<file path="src/rtl/jtag_scan_master.sv">
// jtag_scan_master: drives single IR/DR scans on a JTAG TAP from a
// valid/ready command and returns the captured TDO bits.
module jtag_scan_master #(
    parameter int TCK_HALF   = 2,
    parameter int TLR_CYCLES = 5
) (
    input  logic        clk,
    input  logic        rst_n,
    input  logic        cmd_valid,
    output logic        cmd_ready,
    input  logic        cmd_is_ir,
    input  logic [5:0]  cmd_len,
    input  logic [31:0] cmd_data,
    output logic        rsp_valid,
    input  logic        rsp_ready,
    output logic [31:0] rsp_data,
    output logic        rsp_err,
    input  logic        trst_req,
    output logic        busy,
    output logic        tck,
    output logic        tms,
    output logic        tdi,
    input  logic        tdo
);

    localparam int DW = (TCK_HALF > 1) ? $clog2(TCK_HALF) : 1;
    localparam logic [DW-1:0] DIV_LAST = DW'(TCK_HALF - 1);
    localparam logic [7:0] TLR_LAST = 8'(TLR_CYCLES);

    typedef enum logic [2:0] {
        TLR,
        IDLE,
        HDR,
        SHIFT,
        TAIL,
        RESP
    } state_t;

    state_t        state_q, state_d;
    state_t        nst;
    logic [DW-1:0] div_q, div_d;
    logic [7:0]    cyc_q, cyc_d;
    logic [7:0]    last_cyc;
    logic          tck_q, tck_d;
    logic          tms_q, tms_d;
    logic          tdi_q, tdi_d;
    logic          is_ir_q, is_ir_d;
    logic [5:0]    len_q, len_d;
    logic [31:0]   data_q, data_d;
    logic [31:0]   rdat_q, rdat_d;
    logic          err_q, err_d;
    logic          len_bad;

    // {tms, tdi} to present during TCK cycle c of state st
    function automatic logic [1:0] pin_bits(
        input state_t      st,
        input logic [7:0]  c,
        input logic        ir,
        input logic [5:0]  len,
        input logic [31:0] d
    );
        logic [1:0] b;
        b = 2'b00;
        unique case (st)
            TLR:     b = {c < TLR_LAST, 1'b0};
            HDR:     b = {c < (ir ? 8'd2 : 8'd1), 1'b0};
            SHIFT:   b = {c == ({2'b00, len} - 8'd1), d[c[4:0]]};
            TAIL:    b = {c == 8'd0, 1'b0};
            default: b = 2'b00;
        endcase
        return b;
    endfunction

    // Next-state, TCK divider, pin sequencing and TDO capture
    always_comb begin
        state_d  = state_q;
        div_d    = div_q;
        cyc_d    = cyc_q;
        tck_d    = tck_q;
        tms_d    = tms_q;
        tdi_d    = tdi_q;
        is_ir_d  = is_ir_q;
        len_d    = len_q;
        data_d   = data_q;
        rdat_d   = rdat_q;
        err_d    = err_q;
        nst      = state_q;
        last_cyc = 8'd2;
        len_bad  = (cmd_len == 6'd0) || (cmd_len > 6'd32);

        // TAIL never ends on a falling edge: cycle 2 is the extra
        // clk before RESP, handled ahead of the divider below.
        unique case (state_q)
            TLR: begin
                last_cyc = TLR_LAST;
                nst      = IDLE;
            end
            HDR: begin
                last_cyc = is_ir_q ? 8'd3 : 8'd2;
                nst      = SHIFT;
            end
            SHIFT: begin
                last_cyc = {2'b00, len_q} - 8'd1;
                nst      = TAIL;
            end
            default: begin
                last_cyc = 8'd2;
                nst      = state_q;
            end
        endcase

        unique case (state_q)
            IDLE: begin
                if (trst_req) begin
                    state_d = TLR;
                    cyc_d   = '0;
                    div_d   = '0;
                    tck_d   = 1'b0;
                    tms_d   = 1'b1;
                    tdi_d   = 1'b0;
                end else if (cmd_valid) begin
                    is_ir_d = cmd_is_ir;
                    len_d   = cmd_len;
                    data_d  = cmd_data;
                    rdat_d  = '0;
                    err_d   = len_bad;
                    cyc_d   = '0;
                    div_d   = '0;
                    tck_d   = 1'b0;
                    if (len_bad) begin
                        state_d = RESP;
                    end else begin
                        state_d = HDR;
                        tms_d   = 1'b1;
                        tdi_d   = 1'b0;
                    end
                end
            end
            RESP: begin
                if (rsp_ready) begin
                    state_d = IDLE;
                end
            end
            default: begin
                if (state_q == TAIL && cyc_q == 8'd2) begin
                    state_d = RESP;
                end else if (div_q == DIV_LAST) begin
                    div_d = '0;
                    tck_d = ~tck_q;
                    if (!tck_q) begin
                        if (state_q == SHIFT) begin
                            rdat_d[cyc_q[4:0]] = tdo;
                        end
                    end else begin
                        if (cyc_q == last_cyc) begin
                            state_d = nst;
                            cyc_d   = '0;
                        end else begin
                            cyc_d = cyc_q + 8'd1;
                        end
                        {tms_d, tdi_d} = pin_bits(state_d, cyc_d,
                                                  is_ir_q, len_q,
                                                  data_q);
                    end
                end else begin
                    div_d = div_q + 1'b1;
                end
            end
        endcase
    end

    // State and datapath registers; reset restarts the TLR walk
    always_ff @(posedge clk or negedge rst_n) begin
        if (!rst_n) begin
            state_q <= TLR;
            div_q   <= '0;
            cyc_q   <= '0;
            tck_q   <= 1'b0;
            tms_q   <= 1'b1;
            tdi_q   <= 1'b0;
            is_ir_q <= 1'b0;
            len_q   <= '0;
            data_q  <= '0;
            rdat_q  <= '0;
            err_q   <= 1'b0;
        end else begin
            state_q <= state_d;
            div_q   <= div_d;
            cyc_q   <= cyc_d;
            tck_q   <= tck_d;
            tms_q   <= tms_d;
            tdi_q   <= tdi_d;
            is_ir_q <= is_ir_d;
            len_q   <= len_d;
            data_q  <= data_d;
            rdat_q  <= rdat_d;
            err_q   <= err_d;
        end
    end

    assign cmd_ready = (state_q == IDLE) && !trst_req;
    assign busy      = (state_q != IDLE);
    assign rsp_valid = (state_q == RESP);
    assign rsp_data  = rdat_q;
    assign rsp_err   = err_q;
    assign tck       = tck_q;
    assign tms       = tms_q;
    assign tdi       = tdi_q;

endmodule
</file>
<file path="config.mk">
export PLATFORM = sky130hd
export DESIGN_NAME = jtag_scan_master
export DESIGN_NICKNAME = d
export VERILOG_FILES = /design/src/rtl/jtag_scan_master.sv
export SDC_FILE = /design/constraint.sdc
export NUM_CORES = 1
export LEC_CHECK = 0
export CORE_MARGIN = 8
export CORE_UTILIZATION = 60
export CTS_CLUSTER_SIZE = 14
export DETAILED_ROUTE_END_ITERATION = 10
export DONT_BUFFER_PORTS = 1
export PLACE_DENSITY_LB_ADDON = 0.2
export SLEW_MARGIN = 40
export SYNTH_ARGS = -nofsm -noshare
export SYNTH_HDL_FRONTEND = slang
export SYNTH_SLANG_ARGS = --single-unit
</file>
<file path="constraint.sdc">
create_clock -name clk -period 5.2 [get_ports clk]
set_input_delay 1.3 -clock clk [delete_from_list [all_inputs] [get_ports clk]]
set_output_delay 1.3 -clock clk [all_outputs]
set_load 0.02 [all_outputs]
</file>
**Yosys cells after proc, flatten, opt, wreduce, memory -nomap -nowiden**

Index checks and enable logic that the tools add are counted.

- Output and inout bits: 39
- Bits of input ports: 45
- RAM bits: 0
- Flip-flop bits (word level): 87
- Memories: 0
- Bits in read-only memories: 0
- Bits in latches: 0

- Multiply operators: 0
- $lt $le $gt $ge: 6
- Add/subtract/negate cells: 3
- Bitwise operators: 3
- Shifts and indexed selects: 0
- Divide/modulo/power cells: 0
- Reduce and logical (&&, ||, !) cells: 22
- Mux-type cells: 63
- Eq/ne operators: 19

Operator list:

| kind | count |
|---|---|
| 32-bit 2-to-1 mux | 6 |
| 8-bit 2-to-1 mux | 10 |
| 32-bit one-hot mux with 2 select lines | 1 |
| 3-bit 2-to-1 mux | 12 |
| 32-bit bitwise mux | 1 |
| 8-bit one-hot mux with 3 select lines | 1 |
| 1-bit 2-to-1 mux | 21 |
| 8-bit == test | 2 |
| 8-bit one-hot mux with 2 select lines | 1 |
| 3-bit by 2-bit == test with 1-bit output, second input constant | 4 |
| 5-bit by 6-bit less-than comparator with 1-bit output, second input constant | 2 |
| 3-bit == test, second input constant | 3 |
| 3-bit one-hot mux with 3 select lines | 1 |
| 8-bit by 1-bit adder with 8-bit output, second input constant | 1 |
| 8-bit by 2-bit == test with 1-bit output, second input constant | 1 |
| 8-bit zero test | 1 |
| 8-bit by 2-bit less-than comparator with 1-bit output | 1 |
| 8-bit by 3-bit less-than comparator with 1-bit output, second input constant | 1 |
| 1-bit one-hot mux with 2 select lines | 4 |
| 2-bit one-hot mux with 4 select lines | 1 |
| 4-bit AND reduction | 2 |
| 4-bit nonzero test | 2 |
| 7-bit AND reduction | 1 |
| 6-bit by 1-bit subtractor with 7-bit output, second input constant | 1 |
| other kinds (23) | 35 |

**Depth between registers and ports, before layout**

Gate-level depths: netlist (run 1).

- Depth after elaboration: 15
- Gate-level depth with buffers: 19

**Worst setup path before layout (run 1)**

No wires, ideal clock.

- Path type: flip-flop to flip-flop
- From: reg len_q[0]
- To: reg tms_q (netlist: tms)
- Data arrival time: 3.845 ns
- Clock period less this slack: 3.906 ns
- Data required time: 5.139 ns
- Stages on the path, launching flop included: 19
- Path slack: 1.294 ns
- Path buffers: 2
- Path through: dfrtp_1 -> inv_1 -> ha_1 -> or3b_1 -> buf_2 -> or3_4 -> o31a_1 -> or3_4 -> buf_6 -> nand2_1 -> inv_1 -> ha_1 -> nor4_1 -> o21ai_0 -> o41ai_1 -> a22oi_1 -> or4_1 -> a31oi_1 -> a41o_1

- Word-level cells in the longest chain between the ends: 14

RTL lines:

| item | RTL line | RTL |
|---|---|---|
| start: declaration | 48 | `logic [5:0] len_q, len_d;` |
| start signal: assignment | 194 | `len_q <= len_d;` |
| 6-bit by 1-bit subtractor with 7-bit output * | 67, 103 |  |
| 8-bit one-hot mux with 3 select lines | 93 | `unique case (state_q)` |
| 8-bit == test | 155 | `if (cyc_q == last_cyc) begin` |
| 8-bit 2-to-1 mux or 3-bit 2-to-1 mux (tied branches) | 155 |  |
| 8-bit 2-to-1 mux or 3-bit 2-to-1 mux (tied branches) | 150 | `if (!tck_q) begin` |
| 8-bit 2-to-1 mux or 3-bit 2-to-1 mux (tied branches) | 147 | `end else if (div_q == DIV_LAST) begin` |
| 8-bit 2-to-1 mux or 3-bit 2-to-1 mux (tied branches) | 145 | `if (state_q == TAIL && cyc_q == 8'd2) begin` |
| 8-bit 2-to-1 mux or 3-bit 2-to-1 mux (tied branches) | 112 | `unique case (state_q)` |
| 8-bit by 2-bit less-than comparator with 1-bit output, or another cell as far along | 66 | `HDR: b = {c < (ir ? 8'd2 : 8'd1), 1'b0};` |
| 2-bit one-hot mux with 4 select lines * | 64 | `unique case (st)` |
| 1-bit 2-to-1 mux * | 150 |  |
| 1-bit 2-to-1 mux * | 147 |  |
| 1-bit 2-to-1 mux * | 145 |  |
| 1-bit one-hot mux with 2 select lines * | 112 |  |
| end signal: assignment | 191 | `tms_q <= tms_d;` |
| end: declaration | 45 | `logic tms_q, tms_d;` |

Every way passes the cells marked *; elsewhere a longest branch is shown, timed or not. The select of a mux whose other input is x is not followed.
A chain may end at the register's enable or synchronous reset.

**Final worst setup path (run 1)**

Ends and elaborated chain as after synthesis.

==> impl_summary.md, run 1 <==
Run status
The run finished with clean final reports.

Yosys
The number of nets in the synthesized netlist is 564. In this run the mean area of a mapped cell was 9.51 µm². After synthesis, the netlist uses 62 different library cells. The share of flip-flops with an asynchronous set or reset after synthesis is 100%.

The largest area contributor in the netlist is dfrtp_1. In the synthesized netlist, the cells that appear most often are dfrtp_1, o21ai_0, nand2_1. By area the synthesized netlist is led by dfrtp_1, mux2_2, o21ai_0. The top cell type by area accounts for 44.1% of the synthesized area. Yosys instantiated no cell more often than dfrtp_1. The sequential share of the synthesized area is between 40 and 50%. The number of register bits inferred by synthesis is 87. The most common flop cell mapped by yosys is dfrtp_1. The number of synthesis warnings is 0. The number of instances in the synthesized netlist is 513. The number of enable flip-flop cells after synthesis is 0.

The cell area after technology mapping is 4880 µm².

Clocking
The number of setup buffers added after CTS is 0. The H-tree was split into 3 levels. The clock input transition at the sequential cells of the worst setup and hold paths is 90 ps. The CTS tree is done. The later-pin clock latency in the skew report is 350 ps. Post-CTS repair changed the size of 0 cells.

Hold repair after CTS inserted 0 buffers. Clock tree synthesis selected as its root buffer the cell clkbuf_8. Clock tree synthesis inserted a total of 9 buffers. The maximum number of buffers from clock root to sink is 2. The number of sinks on the clock net is 87.

Power and ir drop
IR analysis of the VDD net gives a maximum drop of 0.156 mV. Summed over all cells, the static leakage comes to 2.20 nW. In this run the power density over the cells is between 200 and 250 nW/µm².

Drt
The post-detailed-route wirelength per cell is 20.7 µm. The length of the first detailed-routing pass in iterations is 5. The remaining routing DRC violations is 0. After detailed routing, the number of vias per cell comes to 6.58. Summing over every cut layer, the via total after detailed routing is between 3,000 and 4,000. The final layout contains routed wiring with a total length of 12,400 µm.

After the first detailed-routing iteration, the DRC count stood at about 230. The number of antenna-violating nets in the routed design is 0.

STA
The accumulated negative setup slack is 0 ps. The final worst clock skew is 10.9 ps. The worst pin sits at a relative slew slack of about two fifths. The total count of max-transition violations in the final report is 0. Based on the critical path, the design can be clocked at up to 235 MHz.

The period utilization is 81.8%. The transition time at the pin with the least slew margin is 873 ps. Setup repair after global routing left no endpoint under its margin. Setup violations remaining at the end of the flow were counted as 0. The smallest clock period supported by the final layout is computed as 4250 ps. The hold violation total from the final report was 0.

GRT
Entering global routing, the biggest net connects 88 pins. The global route total overflow is 0. The number of antenna violations at the first check in global routing is 0. For this run, the total global-route usage over all layers was measured as 21.8%. The via count of the first global-routing pass is around 3,700. The first global-routing pass estimated 19,800 µm of wire.

Finish
At the end of the flow, the number of nets in the layout was 541. The design area is 5080 µm². The synthesis-to-finish area growth is 4.05%. The number of inserted filler cells in the final layout is approximately 660. The count of inserted antenna diode cells is 0. Cells with a size suffix above 1 make up 15.2% of the layout.

The area of combinational cells with multiple inputs is 2480 µm². Summing all flip-flop and latch instances after layout gives 2180 µm². For this run, the share of the core covered by cells in the final layout is 63.0%.

Setup path
The signal on the critical path passes through inv_1 > ha_1 > or3b_1 > or3_4 > o31a_1 > or3_4 > nand2_1 > inv_1 > ha_1 > nor4_1 > o21ai_0 > o41ai_1 > a22oi_1 > or4_1 > a31oi_1 > a41o_1. The delay of the slowest cell on the worst path is 540 ps. The endpoint identified for the worst register-to-register timing path is tms.

The library cell contributing the largest single delay on the critical path is or4_1. The required time of the worst setup path is 5500 ps. The register-to-register setup slack is between 900 and 1000 ps. STA classifies the critical path endpoint as a flop. The critical path's top delay family is simple AND/OR/NAND/NOR gates. The startpoint of the worst register-to-register path is len_q[0]. The data arrival at the endpoint of the critical path is 4550 ps.

The worst setup path category is flop to flop. STA classifies the critical path startpoint as a flop. The path depth of the worst reg2reg path is 16. The biggest fanout along the worst timing path is 11. The critical path buffer and inverter count is 2.

Run
The number of max-cap violations is 0.

Floorplan
The die area is 11,300 µm². The floorplan step defined a core boundary enclosing 8050 µm². The count of pins on the block boundary is 84. The overall die height is 106 µm. The initial utilization of the core area, before any placement, comes to 60.6%. The floorplan has 33 rows. The floorplan step set the die width to 106 µm.

Worst hold path
The end point of the most critical hold path is data_q[31]. Along the worst hold path, the cell count comes to 1. The classification of the worst-slack hold path is flop to flop. In this run the most critical hold path is launched from data_q[31].

Placement
Detailed placement ended at an HPWL of a little under 9000 µm. The routability-driven placement congestion ratio is 0.899. After detailed placement, the total cell area comes to 4890 µm².

The number of input and output port buffers inserted is 0.
layout by cell type, fill, tap and decap left out, types with 4 or more instances in the layout:
cell type,instances
mux2_2,40
dfrtp_1,86
o21ai_1,4
clkbuf_8,10
xor2_1,6
nand2_1,44
ha_1,6
xnor2_1,13
a21oi_1,33
inv_1,16
and2_1,7
o22ai_1,5
nand4_1,7
nand3_1,14
and3_1,4
nor3_1,12
a31oi_1,16
nor2_1,22
mux4_2,5
o21ai_0,71
buf_4,5
area by class of cell:
cell class / instances / area share [%]
well taps: 105 / 2.59
clock inverters: 5 / 0.838
multi-input cells: 370 / 48.9
inverters: 17 / 1.26
repair buffers: 5 / 0.739
flip-flops and latches: 87 / 42.9
clock buffers: 11 / 2.79
flip-flops by register name (all words and copies together) (netlist names), 3 cells and up:
signal / count
state_q: 3
data_q: 32
len_q: 6
cyc_q: 8
rsp_data: 32
logic make-up (layout without fill, tap and decap cells):
logic type	count (synthesis)	after routing	synth area share (%)
AO/OA/AOI/OAI	165	165	20.3
XOR/XNOR	19	19	3.41
adder cells (fa/ha/maj)	6	6	1.54
buffers and inverters	56	38	4.67
flip-flops	87	87	44.7
multiplexers	46	46	11.7
AND/OR/NAND/NOR	134	134	13.7
through the flow:
stage / setup WS, ps / hold slack, ps / instances / power, W
3_3_place_gp: 1200 / 482 / 584 / 0.000753
4_1_cts: 1010 / 510 / 600 / 0.00120
3_5_place_dp: 1030 / 488 / 584 / 0.000754
2_1_floorplan: 1290 / 473 / 513 / 0.000746
5_1_grt: 753 / 522 / 600 / 0.00123
6_report: 946 / 507 / 600 / 0.00119
layer usage:
layer	wire length [µm]	track usage (%)	part of all wire (%)
met5	0	0	0
met4	192	7.14	1.5
met3	985	5.32	7.9
met2	5850	34.0	47
met1	5390	29.2	43
power breakdown:
group / leakage (nW) / internal [W] / switching (W)
sequential: 1.15 / 0.000688 / 0.00000880
combinational: 0.962 / 0.0000250 / 0.0000201
clock: 0.0837 / 0.000191 / 0.000253
how the worst max path moves through the flow:
stage	from	to	slack [ps]	cells after the start
final	len_q[0]	tms	950	16
after global routing	len_q[0]	tms	750	17
after CTS	len_q[0]	tms	1010	16
after detailed placement	len_q[0]	tms	1030	16
after global placement	len_q[0]	tms	1200	16
after floorplan	len_q[0]	tms	1290	18
No activity file was read; power rests on OpenSTA's default activity.
==> inputs of run 2 (changes only) <==
--- a/config.mk
+++ b/config.mk
@@ -6,7 +6,7 @@
 export NUM_CORES = 1
 export LEC_CHECK = 0
 export CORE_MARGIN = 8
-export CORE_UTILIZATION = 60
+export CORE_UTILIZATION = 58
 export CTS_CLUSTER_SIZE = 14
 export DETAILED_ROUTE_END_ITERATION = 10
 export DONT_BUFFER_PORTS = 1
==> constraint.sdc (replaced) <==
create_clock -name clk -period 3.86 [get_ports clk]
set_input_delay 0.965 -clock clk [delete_from_list [all_inputs] [get_ports clk]]
set_output_delay 0.965 -clock clk [all_outputs]
set_load 0.02 [all_outputs]
==> run 2 against run 1 <==
Compared with the run above: utilization grew 2.4 points; sequential share of layout area shrank 2.2 points; via count grew 5.0%; first-iteration DRC count grew 55%; worst setup slack lost 790 ps; critical path depth is the same; worst hold slack lost 220 ps; sequential power grew 35%; clock power grew 47%.
==> impl_summary.md, run 2 (synthesis results as in run 1) <==
Run status
Run status: finished clean (unchanged).

Clocking
The buffer type at the clock tree root is clkbuf_8 (unchanged). The clock input transition at the sequential cells of the worst setup and hold paths came to 90 ps (about the same). The hold buffer count at cts is 0 (unchanged). The maximum number of buffers from clock root to sink was 2 (unchanged). The CTS tree is done (unchanged). The later-pin clock latency in the skew report is 360 ps (was 350 ps).

The maximum level of the CTS H-tree is 3 (unchanged). The number of buffers inserted during clock tree synthesis was 9 (unchanged). The number of sinks on the clock net came to 87 (unchanged).

STA
The period utilization was 96.0% (was 81.8%). The total of endpoints with negative setup slack in the final report was 0 (unchanged). The shortest period the worst path allows came to 3710 ps (was 4250 ps). The maximum frequency from static timing analysis came to 270 MHz (was 235 MHz). The worst max-slew margin expressed relative to the limit is 52.0% (was 41.4%).

The total count of max-transition violations in the final report is 0 (unchanged). The final worst clock skew is 9.98 ps (was 10.9 ps). The hold violation total from the final report is 0 (unchanged). The accumulated negative setup slack came to 0 ps (unchanged). The transition time at the pin with the least slew margin came to 715 ps (was 873 ps).

Power and ir drop
The net load switching power is 0.000395 W (was 0.000282 W). The combinational power share is 4.3% (was 3.8%). The post-route total power is 0.00167 W (was 0.00119 W). The switching power share of the total is 23.7% (was 23.8%). The clock network fraction of total power is 39.3% (was 37.4%). The internal portion of total power is 0.00127 W (was 0.000904 W). The sequential group share of total power was 56.4% (was 58.8%). The static leakage came to 2.34 nW (was 2.20 nW).

The maximum VDD drop is 0.331 mV (was 0.156 mV). The total power divided by cell area is 311 nW/µm² (was 234 nW/µm²).

Finish
The leading cell type in the layout, fill and taps excluded is dfrtp_1 (unchanged). Commonest cells after routing, fill and taps aside: dfrtp_1, o21ai_0, nand2_1 (unchanged). The synthesis-to-finish area growth was 9.75% (was 4.05%). The layout cell share with drive strength beyond 1 is 21.7% (was 15.2%). The count of inserted antenna diode cells came to 0 (unchanged). The final layout net count was 571 (was 541).

Drt
The length of the first detailed-routing pass in iterations is 5 (unchanged). The remaining routing DRC violations is 0 (unchanged). The detail-routed via count per cell is 6.58 (about the same). The overall via count from detail_route is 4,147 (was 3,950).

The post-detailed-route wirelength per cell is 20.9 µm (was 20.7 µm). The total routed wirelength is 13,200 µm (was 12,400 µm). The number of antenna-violating nets in the routed design is 0 (unchanged).

The DRC violation total after the first TritonRoute iteration came to 362 (was 234).

Placement
The number of input and output port buffers inserted is 0 (unchanged). The total half-perimeter wirelength after legalization and detailed placement is 9500 µm (was 8700 µm). The routability-driven placement congestion ratio came to 0.912 (was 0.899).

Floorplan
The overall die height is 108 µm (was 106 µm). The die area was 11,600 µm² (was 11,300 µm²). The area of the core was 8180 µm² (was 8050 µm²). The row count is 33 (unchanged). The starting density of the core was 59.7% (was 60.6%). The count of pins on the block boundary is 84 (unchanged). The die outline width is 108 µm (was 106 µm).

Setup path
The required time of the worst setup path was 4170 ps (was 5500 ps). The reg-to-reg endpoint is tms (unchanged). The startpoint of the worst register-to-register path is len_q[0] (unchanged). The worst setup path startpoint was len_q[0] (unchanged).

The critical path buffer and inverter count was 2 (unchanged). The type of element launching the critical path is a flop (unchanged). The most repeated library cell on the critical path is or3_4.

The delay of the slowest cell on the worst path is 440 ps (was 540 ps). The worst setup path category was flop to flop (unchanged). The biggest fanout along the worst timing path is 4 (was 11). Cell chain of the critical path: inv_2 > ha_4 > or3b_4 > or3_4 > o31a_1 > or3_4 > nand2_2 > inv_1 > ha_2 > nor4_1 > o21ai_1 > o41ai_1 > a22oi_1 > or4_1 > a31oi_1 > a41o_1 (was inv_1 > ha_1 > or3b_1 > or3_4 > o31a_1 > or3_4 > nand2_1 > inv_1 > ha_1 > nor4_1 > o21ai_0 > o41ai_1 > a22oi_1 > or4_1 > a31oi_1 > a41o_1). The library cell contributing the largest single delay on the critical path is or4_1 (unchanged). The data arrival at the endpoint of the critical path is 4020 ps (was 4550 ps). The kind of end point of the critical path is a flop (unchanged). The register-to-register setup slack is 150 ps (was 950 ps).

The path depth of the worst reg2reg path is 16 (unchanged). The critical path's top delay family is simple AND/OR/NAND/NOR gates (unchanged).

GRT
The via count of the first global-routing pass is 4,034 (was 3,746). The pin count of the biggest net entering global routing is 88 (unchanged). The global route total overflow is 0 (unchanged).

The global router's overall resource usage is 23.2% (was 21.8%). The number of antenna violations at the first check in global routing is 0 (unchanged). The first-pass GRT wire length is 21,300 µm (was 19,800 µm).

Run
The number of max-cap violations is 0 (unchanged).

Worst hold path
The classification of the worst-slack hold path is input pin to async pin (was flop to flop).
[run 2: how the worst max path moves through the flow]
| stage | endpoint | slack [ps] | cells past startpoint |
|---|---|---|---|
| final | tms | 150 | 16 |
| after global routing | tms | -6 | 16 |
| after CTS | tms | 10 | 16 |
| after detailed placement | tms | -10 | 16 |
| after global placement | tms | 100 | 16 |
| after floorplan | tms | 20 | 18 |
[run 2: layer usage]
| layer | routed length [µm] | vias to the layer above | part of all wire, % | track usage (%) |
|---|---|---|---|---|
| li1 | - | 1883 | - | - |
| met1 | 5590 | 2020 | 42 | 30.1 |
| met2 | 6210 | 228 | 47 | 36.6 |
| met3 | 1230 | 16 | 9.3 | 7.31 |
| met4 | 148 | 0 | 1.1 | 6.44 |
| met5 | 0 | - | 0 | 0 |
[run 2: per-stage QoR]
stage	area, µm²	utilization, %	hold slack, ps	setup WS, ps	cells
after floorplan	4880	-	473	16.0	513
after global placement	5060	61.9	483	95.7	607
after detailed placement	5060	61.9	493	-12.3	607
after CTS	5270	64.5	274	11.8	625
after global routing	5350	65.5	251	-5.63	630
final	5350	65.5	287	153	630
[run 2: area by class of cell]
class / instances / area, µm²
Fill cell: 682 / 2820
Timing Repair Buffer: 35 / 263
Sequential cell: 87 / 2180
Multi-Input combinational cell: 370 / 2520
Inverter: 17 / 63.8
Clock inverter: 6 / 67.6
Tap cell: 105 / 131
Clock buffer: 10 / 128
[run 2: power groups by stage]
| stage | sequential (W) | combinational (W) | clock [W] |
|---|---|---|---|
| 2_1_floorplan | 0.000952 | 0.0000535 | 0 |
| 3_3_place_gp | 0.000955 | 0.0000618 | 0 |
| 3_5_place_dp | 0.000957 | 0.0000636 | 0 |
| 4_1_cts | 0.000938 | 0.0000662 | 0.000667 |
| 5_1_grt | 0.000941 | 0.0000777 | 0.000706 |
| 6_report | 0.000939 | 0.0000720 | 0.000654 |
[run 2: repair_timing]
item | CTS | global route
setup buffers | 2 | 5
pin swaps | 0 | 7
endpoints found under the setup margin | 1 | 1
resized for setup | 1 | 10
==> inputs of run 3 (changes only) <==
--- a/config.mk
+++ b/config.mk
@@ -10,8 +10,11 @@
 export CTS_CLUSTER_SIZE = 14
 export DETAILED_ROUTE_END_ITERATION = 10
 export DONT_BUFFER_PORTS = 1
+export HOLD_SLACK_MARGIN = 0.05
 export PLACE_DENSITY_LB_ADDON = 0.2
+export SETUP_SLACK_MARGIN = 0.3
 export SLEW_MARGIN = 40
 export SYNTH_ARGS = -nofsm -noshare
 export SYNTH_HDL_FRONTEND = slang
 export SYNTH_SLANG_ARGS = --single-unit
+export TNS_END_PERCENT = 100
==> run 3 against run 2 <==
Compared with the run above: critical path depth is 2 lower; clock-buffer cell count is 1 higher; sequential power hardly changed; register-to-register slack better by 80 ps; sequential share of layout area is 0.48 points higher; clock power is 6.7% lower; via count is 1.3% lower; critical path type unchanged; largest power group unchanged.
==> impl_summary.md, run 3 (synthesis results as in run 1) <==
Floorplan
The row count was 33 (unchanged). The area of the core is 8180 µm² (unchanged). The starting density of the core is 59.7% (unchanged). The die area is 11,600 µm² (unchanged). The count of pins on the block boundary is 84 (unchanged). The overall die height is 108 µm (unchanged).

The die outline width came to 108 µm (unchanged).

Setup path
The delay of the slowest cell on the worst path is 430 ps (was 440 ps). The library cell contributing the largest single delay on the critical path is dfrtp_1 (was or4_1). The required time of the worst setup path was 4160 ps (was 4170 ps). The type of element launching the critical path is a flop (unchanged).

Cell chain of the critical path: inv_2 > ha_4 > or3b_4 > or3_4 > o31a_1 > or3_4 > nand2_2 > inv_1 > ha_2 > o41ai_1 > a22oi_1 > or4_1 > a31oi_1 > a41o_1 (was inv_2 > ha_4 > or3b_4 > or3_4 > o31a_1 > or3_4 > nand2_2 > inv_1 > ha_2 > nor4_1 > o21ai_1 > o41ai_1 > a22oi_1 > or4_1 > a31oi_1 > a41o_1). The most repeated library cell on the critical path is or3_4 (unchanged). The biggest fanout along the worst timing path came to 4 (unchanged). The data arrival at the endpoint of the critical path was 3930 ps (was 4020 ps). The worst setup path category is flop to flop (unchanged). The kind of end point of the critical path is a flop (unchanged).

Clocking
The number of buffers inserted during clock tree synthesis is 9 (unchanged). The maximum number of buffers from clock root to sink is 2 (unchanged). The buffer type at the clock tree root is clkbuf_8 (unchanged). The number of sinks on the clock net is 87 (unchanged). The clock input transition at the sequential cells of the worst setup and hold paths came to 100 ps (was 90 ps). The hold buffer count at cts came to 0 (unchanged). The CTS tree is done (unchanged). The maximum level of the CTS H-tree was 3 (unchanged). The later-pin clock latency in the skew report is 360 ps (about the same).

Finish
The leading cell type in the layout, fill and taps excluded is dfrtp_1 (unchanged). The layout cell share with drive strength beyond 1 is 21.0% (was 21.7%). The final layout net count is 564 (was 571).

The count of inserted antenna diode cells is 0 (unchanged). The synthesis-to-finish area growth is 8.46% (was 9.75%). Commonest cells after routing, fill and taps aside: dfrtp_1, o21ai_0, nand2_1 (unchanged).

Drt
The number of antenna-violating nets in the routed design is 0 (unchanged). The DRC violation total after the first TritonRoute iteration is 391 (was 362). The detail-routed via count per cell is 6.57 (was 6.58). The remaining routing DRC violations came to 0 (unchanged). The post-detailed-route wirelength per cell came to 21.2 µm (was 20.9 µm). The length of the first detailed-routing pass in iterations is 5 (unchanged). The overall via count from detail_route came to 4,094 (was 4,147). The total routed wirelength is 13,200 µm (about the same).

STA
The total of endpoints with negative setup slack in the final report came to 0 (unchanged). The total count of max-transition violations in the final report is 0 (unchanged). Setup repair after global routing could not meet its margin everywhere. The maximum frequency from static timing analysis is 276 MHz (was 270 MHz). The worst max-slew margin expressed relative to the limit was 54.1% (was 52.0%). The period utilization is 94.0% (was 96.0%). The accumulated negative setup slack is 0 ps (unchanged). The transition time at the pin with the least slew margin is 683 ps (was 715 ps). The shortest period the worst path allows is 3630 ps (was 3710 ps). The final worst clock skew is 14.6 ps (was 9.98 ps). The worst setup margin is 231 ps (was 153 ps).

The hold violation total from the final report came to 0 (unchanged).

Run
The number of max-cap violations is 0 (unchanged).

Placement
The setup slack at placement came to 84.3 ps (was -12.3 ps). The total half-perimeter wirelength after legalization and detailed placement is 9340 µm (was 9500 µm). The number of input and output port buffers inserted was 0 (unchanged). The routability-driven placement congestion ratio was 0.901 (was 0.912).

GRT
The first-pass GRT wire length is 21,000 µm (was 21,300 µm). The number of antenna violations at the first check in global routing is 0 (unchanged). The pin count of the biggest net entering global routing is 88 (unchanged). The global router's overall resource usage is 22.7% (was 23.2%). The global route total overflow was 0 (unchanged). The via count of the first global-routing pass is 3,999 (was 4,034).

Run status
Run status: finished clean (unchanged).

Power and ir drop
The static leakage is 2.31 nW (was 2.34 nW). The maximum VDD drop came to 0.243 mV (was 0.331 mV). The total power divided by cell area is 306 nW/µm² (was 311 nW/µm²).

Worst hold path
The classification of the worst-slack hold path is input pin to async pin (unchanged).
==> run 3: changes by cell type in the layout (fill, tap and decap cells not counted), sizes merged <==
cell    before  now
clkbuf      10   11
bufinv       1    0
inv         19   18
clkinv       1    2
buf         35   28
==> run 3: layer usage <==
layer	vias to the layer above	routed length [µm]	global-route usage (%)
met4	0	230	7.14
met3	23	1050	5.27
li1	1868	-	-
met2	161	6220	35.7
met1	2042	5730	30.3
met5	-	0	0
==> run 3: area by class of cell <==
class                   count  area (µm²)
well taps                 105         131
inverters                  17        63.8
fillers                   677        2880
flip-flops and latches     87        2180
clock inverters             5        41.3
repair buffers             28         210
clock buffers              11         141
multi-input cells         370        2520
==> run 3: report_power, final <==
| part | leakage, nW | switching, W | internal [W] | total [W] |
|---|---|---|---|---|
| clock | 0.0861 | 0.000353 | 0.000257 | 0.000610 |
| sequential | 1.15 | 0.0000121 | 0.000927 | 0.000939 |
| combinational | 1.07 | 0.0000299 | 0.0000398 | 0.0000697 |
| total | 2.31 | 0.000395 | 0.00122 | 0.00162 |
==> run 3: path summary, 6_finish.rpt <==
kind / slack [ps] / to / start / cells after the start
setup / recovery: 230 / tms / len_q[0] / 14
hold / removal: 290 / rsp_data[0] / rst_n / 0
setup reg to reg: 230 / tms / len_q[0] / 14
hold reg to reg: 510 / data_q[14] / data_q[14] / 1
max in group asynchronous: 3370 / tms / rst_n / 0
min in group clk: 510 / data_q[14] / data_q[14] / 1
==> run 3: repair_timing <==
| action | 4_1_cts | 5_1_grt |
|---|---|---|
| buffers inserted | 5 | 0 |
| resized for setup | 5 | 2 |
| pin swaps | 3 | 0 |
| setup endpoints to repair | 1 | 1 |
==> run 3: worst max-delay path, delay by kind of cell (launching register included) <==
family / cells / cell delay, ps
AND/OR/NAND/NOR: 5 / 1630
AO/OA/AOI/OAI: 5 / 1010
flip-flops: 1 / 430
adder cells (fa/ha/maj): 2 / 370
buffers and inverters: 2 / 140
==> run 3: per-stage QoR <==
step / cells / power [W] / area [µm²] / hold WS (ps) / utilization, %
2_1_floorplan: 513 / 0.00101 / 4900 / 473 / -
5_1_grt: 623 / 0.00167 / 5290 / 271 / 64.7
3_5_place_dp: 602 / 0.00102 / 5040 / 491 / 61.6
4_1_cts: 623 / 0.00162 / 5280 / 282 / 64.6
3_3_place_gp: 602 / 0.00102 / 5040 / 483 / 61.6
6_report: 623 / 0.00162 / 5290 / 285 / 64.7
